===== src/rtl/dut_pkg.sv =====
// Shared types and helpers for the dut_pipe data path.
package dut_pkg;

   typedef enum logic [1:0] {
      PASS = 2'b00,
      INV  = 2'b01,
      NEG  = 2'b10,
      REV  = 2'b11
   } mode_e;

   localparam int unsigned DEPTH_MIN = 1;
   localparam int unsigned DEPTH_MAX = 8;

   // Widest signed word sat_neg can handle; callers sign-extend into it.
   localparam int unsigned WORD_MAX = 32;

   typedef struct packed {
      logic                       sat;
      logic signed [WORD_MAX-1:0] val;
   } neg_t;

   // Negate a width-bit signed value held sign-extended in a WORD_MAX word.
   // The most negative value cannot be negated, so it clamps to the most positive.
   function automatic neg_t sat_neg(input logic signed [WORD_MAX-1:0] x,
                                    input int unsigned width);
      neg_t                       r;
      logic signed [WORD_MAX-1:0] most_neg;
      most_neg = '1;
      most_neg = most_neg << (width - 1);
      r.sat    = (x == most_neg);
      r.val    = r.sat ? ~most_neg : -x;
      return r;
   endfunction

endpackage


===== src/rtl/dut_pipe_stage.sv =====
// One valid/ready register slice carrying an opaque packed beat.
module dut_pipe_stage
   import dut_pkg::*;
#(
   parameter type beat_t = logic
) (
   input  logic  clk,
   input  logic  rst,
   input  logic  up_valid,
   input  beat_t up_data,
   output logic  up_ready,
   output logic  dn_valid,
   output beat_t dn_data,
   input  logic  dn_ready
);

   // The slice accepts when empty or when its current beat leaves on this edge.
   assign up_ready = !dn_valid || dn_ready;

   // Data loads only with a valid beat, so the held beat survives a drain.
   always_ff @(posedge clk) begin
      if (rst) begin
         dn_valid <= 1'b0;
         dn_data  <= '0;
      end else if (up_ready) begin
         dn_valid <= up_valid;
         if (up_valid) begin
            dn_data <= up_data;
         end
      end
   end

endmodule


===== src/rtl/dut_pipe.sv =====
// Elastic DEPTH-stage pipeline applying a per-beat transform, with a beat
// counter and a sticky saturation flag.
module dut_pipe
   import dut_pkg::*;
#(
   parameter int unsigned DATA_WIDTH = 4,
   parameter int unsigned BUS_WIDTH  = 2,
   parameter int unsigned DEPTH      = 2,
   parameter int unsigned CNT_WIDTH  = 16
) (
   input  logic                         clk,
   input  logic                         rst,
   input  logic                         in_valid,
   output logic                         in_ready,
   input  logic [1:0]                   mode,
   input  logic                         in1,
   input  logic                         in2 [BUS_WIDTH],
   input  logic signed [DATA_WIDTH-1:0] in3,
   input  logic signed [DATA_WIDTH-1:0] in4 [BUS_WIDTH],
   output logic                         out_valid,
   input  logic                         out_ready,
   output logic                         out1,
   output logic                         out2 [BUS_WIDTH],
   output logic signed [DATA_WIDTH-1:0] out3,
   output logic signed [DATA_WIDTH-1:0] out4 [BUS_WIDTH],
   output logic [CNT_WIDTH-1:0]         beat_cnt,
   output logic                         sat_flag
);

   if (DEPTH < DEPTH_MIN || DEPTH > DEPTH_MAX) begin : g_depth_chk
      $error("dut_pipe: DEPTH out of range");
   end
   if (DATA_WIDTH > WORD_MAX) begin : g_width_chk
      $error("dut_pipe: DATA_WIDTH too wide for sat_neg");
   end

   typedef struct packed {
      logic                                 b1;
      logic [BUS_WIDTH-1:0]                 b2;
      logic signed [DATA_WIDTH-1:0]         w3;
      logic [BUS_WIDTH-1:0][DATA_WIDTH-1:0] w4;
   } beat_t;

   beat_t xf;
   logic  xf_sat;
   neg_t  n;

   // Transform the incoming beat; mode is consumed here and never stored.
   always_comb begin
      n      = '0;
      xf_sat = 1'b0;
      xf.b1  = in1;
      xf.w3  = in3;
      for (int unsigned i = 0; i < BUS_WIDTH; i++) begin
         xf.b2[i] = in2[i];
         xf.w4[i] = in4[i];
      end
      case (mode_e'(mode))
         INV: begin
            xf.b1 = ~in1;
            xf.w3 = ~in3;
            for (int unsigned i = 0; i < BUS_WIDTH; i++) begin
               xf.b2[i] = ~in2[i];
               xf.w4[i] = ~in4[i];
            end
         end
         NEG: begin
            n      = sat_neg(WORD_MAX'(in3), DATA_WIDTH);
            xf.w3  = n.val[DATA_WIDTH-1:0];
            xf_sat = n.sat;
            for (int unsigned i = 0; i < BUS_WIDTH; i++) begin
               n        = sat_neg(WORD_MAX'(in4[i]), DATA_WIDTH);
               xf.w4[i] = n.val[DATA_WIDTH-1:0];
               xf_sat   = xf_sat | n.sat;
            end
         end
         REV: begin
            for (int unsigned i = 0; i < BUS_WIDTH; i++) begin
               xf.b2[i] = in2[BUS_WIDTH-1-i];
               xf.w4[i] = in4[BUS_WIDTH-1-i];
            end
         end
         default: ;
      endcase
   end

   // Index k is the input side of slice k; index DEPTH is the output side.
   logic  vld [DEPTH+1];
   logic  rdy [DEPTH+1];
   beat_t dat [DEPTH+1];

   assign vld[0]     = in_valid;
   assign dat[0]     = xf;
   assign rdy[DEPTH] = out_ready;
   assign in_ready   = !rst && rdy[0];

   for (genvar k = 0; k < DEPTH; k++) begin : g_stage
      dut_pipe_stage #(
         .beat_t (beat_t)
      ) u_stage (
         .clk      (clk),
         .rst      (rst),
         .up_valid (vld[k]),
         .up_data  (dat[k]),
         .up_ready (rdy[k]),
         .dn_valid (vld[k+1]),
         .dn_data  (dat[k+1]),
         .dn_ready (rdy[k+1])
      );
   end

   assign out_valid = vld[DEPTH];
   assign out1      = dat[DEPTH].b1;
   assign out3      = dat[DEPTH].w3;

   // Unpack the last slice into the unpacked output buses.
   always_comb begin
      for (int unsigned i = 0; i < BUS_WIDTH; i++) begin
         out2[i] = dat[DEPTH].b2[i];
         out4[i] = dat[DEPTH].w4[i];
      end
   end

   // Count output handshakes and latch any saturation seen on an accepted beat.
   always_ff @(posedge clk) begin
      if (rst) begin
         beat_cnt <= '0;
         sat_flag <= 1'b0;
      end else begin
         if (out_valid && out_ready) begin
            beat_cnt <= beat_cnt + 1'b1;
         end
         if (in_valid && in_ready && xf_sat) begin
            sat_flag <= 1'b1;
         end
      end
   end

endmodule


===== config.mk =====
export PLATFORM = sky130hd
export DESIGN_NAME = dut_pipe
export DESIGN_NICKNAME = d
export VERILOG_FILES = /design/src/rtl/dut_pkg.sv /design/src/rtl/dut_pipe_stage.sv /design/src/rtl/dut_pipe.sv
export SDC_FILE = /design/constraint.sdc
export NUM_CORES = 1
export LEC_CHECK = 0
export ABC_AREA = 1
export CORE_ASPECT_RATIO = 2
export CORE_UTILIZATION = 50
export DETAILED_ROUTE_END_ITERATION = 8
export HOLD_SLACK_MARGIN = 0.1
export MAX_ROUTING_LAYER = met4
export PLACE_DENSITY_LB_ADDON = 0.12
export SETUP_SLACK_MARGIN = 0.15
export SLEW_MARGIN = 20
export SYNTH_ARGS = -nofsm -noshare
export SYNTH_HDL_FRONTEND = slang
export SYNTH_SLANG_ARGS = --single-unit
export TNS_END_PERCENT = 20

===== constraint.sdc =====
create_clock -name clk -period 1.6 [get_ports clk]
set_input_delay 0.32 -clock clk [delete_from_list [all_inputs] [get_ports clk]]
set_output_delay 0.32 -clock clk [all_outputs]
set_load 0.02 [all_outputs]

==> reports/metrics.csv, run 1 <==
metric,value,unit
core,0.00514,mm²
maxSlewHeadroom,82.3,%
critPathSlowestCell,clkdlybuf4s50_1,
die_w,53.7,µm
start_kind,primary input,
drc_errors,0,
postCtsSetupBuffers,0,
syn_inst,402,
grt_pass1_wl,11700,µm
peakVddDrop,0.000555,V
setup_viol,0,
synthAdderAreaFrac,3.74,%
n_antenna_cell,0,
arrival,1.13,ns
endpoint_kind,output port,
multi_input_comb_area,0.00145,mm²
synth_area_leader_cell,dfxtp_1,
dp_hpwl,5570,µm
final-seq-area,990,µm²
cp_cell_sequence,clkdlybuf4s50_1 -> inv_1 -> nand2_1 -> inv_2 -> buf_6,
io_buffers,54,
cap_violations,0,
hold_violations,0,
fp.dieArea,0.00567,mm²
numCtsBuffers,5,
gr-total-overflow,0,
cts_hold_buf,0,
worst_pin_slew,0.265,ns
tns,0,ns
ys_top_cells_by_area,"dfxtp_1 (37%), nand2_1 (11%), a21oi_1 (9.2%)",
path_buf_inv,4,
synth_top_family_by_area,simple AND/OR/NAND/NOR gates,
p_leak,0.00165,µW
ios,55,
drive_gt1_share,16.8,%
rsz0062_at_grt,true,
hold_path_class,in2reg,
cts_max_level,2,
synth.area.mux_share,0,%
clk_latency,0.30,ns
drtPass1Iterations,4,
synth_top_area_share,36.6,%
cts.sink_count,49,
root_buffer,clkbuf_8,
rows,37,
drtIter0Drc,64,
fmaxAchievable,0.687,GHz
wl_met3,229,µm
top_layer,met4,
crit_family,buffers and inverters,
ys_types,28,
synth_async_sr_flop_share,0,%
place_area,0.00348,mm²
wirelength_met1,2450,µm
first_global_vias,2700,
synth_compound_area_share,20.5,%
crit_fanout,2,
final_cell_area,0.00362,mm²
clock_path_buffers,2,
start_util,52.1,%
syn-num-nets,431,
grt_antenna_before_repair,0,
critPathMaxStageDelay,0.52,ns
grt_util_all_layers,28.6,%
post_drt_wl_per_cell,13.3,µm
via_count,2876,
dp_worst_setup_slack,-0.349,ns
drv_slew,0,
final_net_count,510,
met2_length,4180,µm
synth_xor_xnor_area_share,0.327,%
gp_congestion,0.880,
status,"finished, final reports clean",
viasPerCell,5.33,
avgSynthCellArea,6.66,µm²
wl,7190,µm
crit_type,in2out,
cts_tree,done,
synth-edff-count,0,
required,1.28,ns
syn_to_final_growth,35.2,%
synthSimpleGateAreaFrac,26.9,%
finalClockSkew,0.00902,ns
fin_ws,0.145,ns
ys_ff_latch,49,
seq_area_frac_synth,36.6,%
die_y,105,µm
syn-cell-area,0.00268,mm²
period_share,90.9,%
yosys_most_used_dff,dfxtp_1,
fillers,443,
power_density,722,mW/mm²
fin_crit,1.45,ns
ant_nets,0,
grt_max_degree,31,
clkTransAtPathRegs,0.09,ns
yosysWarnings,0,
final_util,70.4,%
## report_power, final
part           switching [µW]  internal [µW]  total [µW]
sequential               36.7           1280        1310
combinational             281            233         513
clock                     425            359         784
total                     742           1870        2610
## flip-flops by register name, indices dropped and copies added, names as in the netlist
| name | flops |
|---|---|
| beat_cnt | 16 |
| g_stage.u_stage.dn_data | 30 |
| g_stage.u_stage.dn_valid | 2 |
| sat_flag | 1 |
## per-layer routing
| metal | vias up | track usage (%) |
|---|---|---|
| li1 | 1464 | - |
| met1 | 1282 | 24.5 |
| met5 | - | - |
| met4 | 0 | 17.5 |
| met3 | 32 | 3.75 |
| met2 | 98 | 53.0 |
## worst register-to-register path: stages (launching register included)
cell,delay (ns)
dfxtp_1,0.46
nand2_2,0.14
nor2_2,0.17
nand2_2,0.10
nor2_4,0.14
nand3b_1,0.11
o21ai_1,0.12
nor2_1,0.05
## synth_stat cells, types with 2 or more instances
library cell / number
a21oi_1: 49
a22oi_1: 5
a31oi_1: 4
buf_2: 3
buf_4: 14
clkbuf_1: 8
clkinv_1: 2
dfxtp_1: 49
ha_1: 8
inv_1: 38
nand2_1: 78
nand2_2: 3
nand3_1: 21
nand4_1: 5
nor2_1: 57
nor2_2: 3
nor2_4: 2
nor3_1: 2
o21a_1: 2
o21ai_0: 39
o21ai_1: 2
o22ai_1: 2
## logic make-up (layout without fill, tap and decap cells)
kind of cell	after synthesis	after routing
adder cells (fa/ha/maj)	8	8
flip-flops	49	49
AND/OR/NAND/NOR	172	172
buffers and inverters	68	148
AO/OA/AOI/OAI	104	104
XOR/XNOR	1	1
## layout make-up
cell class	instances	share of cell area, %
Tap cell	58	2.00
Sequential cell	49	27.3
Inverter	41	4.29
Clock buffer	6	2.28
Multi-Input combinational cell	285	40.0
Timing Repair Buffer	99	23.6
Clock inverter	2	0.484
## cell usage in the layout (no fill, tap or decap), drive strengths merged
cell,n
a21oi,49
a22oi,5
a31oi,4
buf,46
clkbuf,6
clkdlybuf4s50,17
clkinv,3
dfxtp,49
dlygate4sd2,34
dlymetal6s2s,2
ha,8
inv,40
nand2,81
nand3,21
nand3b,1
nand4,5
nor2,62
nor3,2
o211ai,1
o21a,2
o21ai,41
o22ai,2
xor2,1
## worst paths after layout
check,startpoint,cells past startpoint,endpoint,slack [ns]
setup / recovery,rst,5,in_ready,0.15
setup reg to reg,beat_cnt[3],7,beat_cnt[11],0.21
hold reg to reg,g_stage[0].u_stage.dn_data[14],2,g_stage[0].u_stage.dn_data[14],0.46
hold / removal,out_ready,4,g_stage[1].u_stage.dn_valid,0.40
## what timing repair did
action / 4_1_cts / 5_1_grt
gates resized for setup: 44 / 22
setup endpoints to repair: 48 / 25
pin swaps: 0 / 3
## stage by stage
step / total power (µW) / hold WS (ns) / instances
after CTS: 2620 / 0.463 / 540
after floorplan: 1640 / 0.430 / 402
after global placement: 1850 / 0.437 / 532
after global routing: 2740 / 0.397 / 540
final: 2610 / 0.401 / 540
after detailed placement: 1860 / 0.451 / 532
Note: power is estimated with default switching activity, not from simulation.
==> run 2: changes to the inputs <==
CTS_CLUSTER_DIAMETER = 200   (was unset)
==> results of run 2 <==
Final layout, timing and power as in run 1 (identical DEF).
==> run 3: changes to the inputs <==
GPL_TIMING_DRIVEN = 0   (was unset)
==> reports/metrics.csv, run 3 (synthesis results as in run 1) <==
metric,value,unit
largest_reg_flops,30,
wl,7290,µm
gp_congestion,0.831,
post_drt_wl_per_cell,13.7,µm
core,0.00514,mm²
start_kind,flop,
drc_errors,0,
power_density,723,mW/mm²
tns,0,ns
cap_violations,0,
final_cell_mix,"nand2_1 (74), nor2_1 (55), a21oi_1 (47)",
required,1.28,ns
start_util,52.1,%
ant_nets,0,
crit_type,reg2out,
setup_viol,0,
period_share,89.8,%
worst_pin_slew,0.584,ns
finalClockSkew,0.00263,ns
clk_latency,0.30,ns
drtIter0Drc,61,
status,"finished, final reports clean",
critPathSlowestCell,dfxtp_1,
rows,37,
drv_slew,0,
via_count,2836,
endpoint_kind,output port,
clkTransAtPathRegs,0.08,ns
cts_max_level,2,
arrival,1.12,ns
viasPerCell,5.32,
die_w,53.7,µm
hold_path_class,in2reg,
n_antenna_cell,0,
maxSlewHeadroom,61.1,%
dp_hpwl,5550,µm
root_buffer,clkbuf_8,
crit_family,flip-flops,
numCtsBuffers,5,
grt_max_degree,14,
drive_gt1_share,21.3,%
path_buf_inv,1,
critPathMaxStageDelay,0.45,ns
final_common_cell,nand2_1,
p_leak,0.00160,µW
io_buffers,54,
final_util,69.3,%
die_y,105,µm
grt_antenna_before_repair,0,
first_global_vias,2644,
gr-total-overflow,0,
cp_cell_sequence,dlygate4sd2_1,
cts_tree,done,
clock_path_buffers,2,
cts.sink_count,49,
fin_crit,1.44,ns
rsz0062_at_grt,true,
drtPass1Iterations,4,
grt_util_all_layers,28.7,%
fp.dieArea,0.00567,mm²
top_register,g_stage.u_stage.dn_data,
ios,55,
crit_fanout,6,
peakVddDrop,0.000572,V
hold_violations,0,
grt_pass1_wl,11500,µm
fmaxAchievable,0.696,GHz
syn_to_final_growth,33.1,%
final_net_count,504,
top_regs,"g_stage.u_stage.dn_data (30), beat_cnt (16), g_stage.u_stage.dn_valid (2)",
## run 3: cell types whose count changed in the layout (fill, tap and decap cells not counted), moves of 3 or more
cell and delta:
buf_4 -3, clkbuf_1 +3, clkbuf_2 +3, clkbuf_8 +3, clkdlybuf4s50_1 -6, dlygate4sd2_1 -15, dlymetal6s2s_1 +5, ha_2 +3
inv_1 -8, inv_2 +8
## run 3: area by class of cell
type / count / area (µm²)
Fill cell: 466 / 1580
Timing Repair Buffer: 66 / 582
Buffer: 27 / 204
Multi-Input combinational cell: 285 / 1470
Tap cell: 58 / 72.6
Clock buffer: 7 / 86.3
Sequential cell: 49 / 991
Inverter: 41 / 160
## run 3: worst reg2reg max path: cells and delay by family, from the launching register on
family	cells	cell delay, ns
and+or+nand+nor	6	0.67
DFF	1	0.47
AOI/OAI and AO/OA	1	0.13
## run 3: final timing paths
kind                                   from                             end  slack (ns)  depth (start not counted)
max reg2reg                     beat_cnt[3]                    beat_cnt[11]        0.24                          7
min reg2reg  g_stage[0].u_stage.dn_data[14]  g_stage[0].u_stage.dn_data[14]        0.46                          2
max                             beat_cnt[5]                     beat_cnt[5]        0.16                          1
min                                     rst  g_stage[0].u_stage.dn_data[13]        0.38                          4
## run 3: power by group
group	internal [µW]	leakage (µW)	total [µW]	switching, µW
combinational	243	0.00115	540	298
sequential	1280	0.000403	1310	33.6
clock	343	0.0000443	724	381
## run 3: routing by layer
| metal | GRT usage, % | routed length [µm] | vias to the layer above |
|---|---|---|---|
| li1 | - | - | 1460 |
| met1 | 22.6 | 2450 | 1256 |
| met2 | 53.7 | 4240 | 90 |
| met3 | 4.62 | 224 | 30 |
| met4 | 19.2 | 376 | 0 |
| met5 | - | 0 | - |
## run 3: per-stage QoR
step	std cells	hold slack [ns]	total power, µW	setup slack (ns)	instance area [µm²]
floorplan	402	0.430	1640	0.223	2680
global placement	514	0.441	1830	-0.724	3290
detailed placement	514	0.450	1840	-0.720	3290
CTS	522	0.461	2560	-0.0166	3400
global route	533	0.410	2710	0.117	3560
finish	533	0.380	2580	0.164	3560
## run 3: timing repair
action | CTS | global route
setup buffers | 1 | 11
endpoints found under the setup margin | 54 | 43
resized for setup | 72 | 35
endpoints found under the hold margin | 0 | 0
pin swaps | 1 | 5
hold buffers | 0 | 0
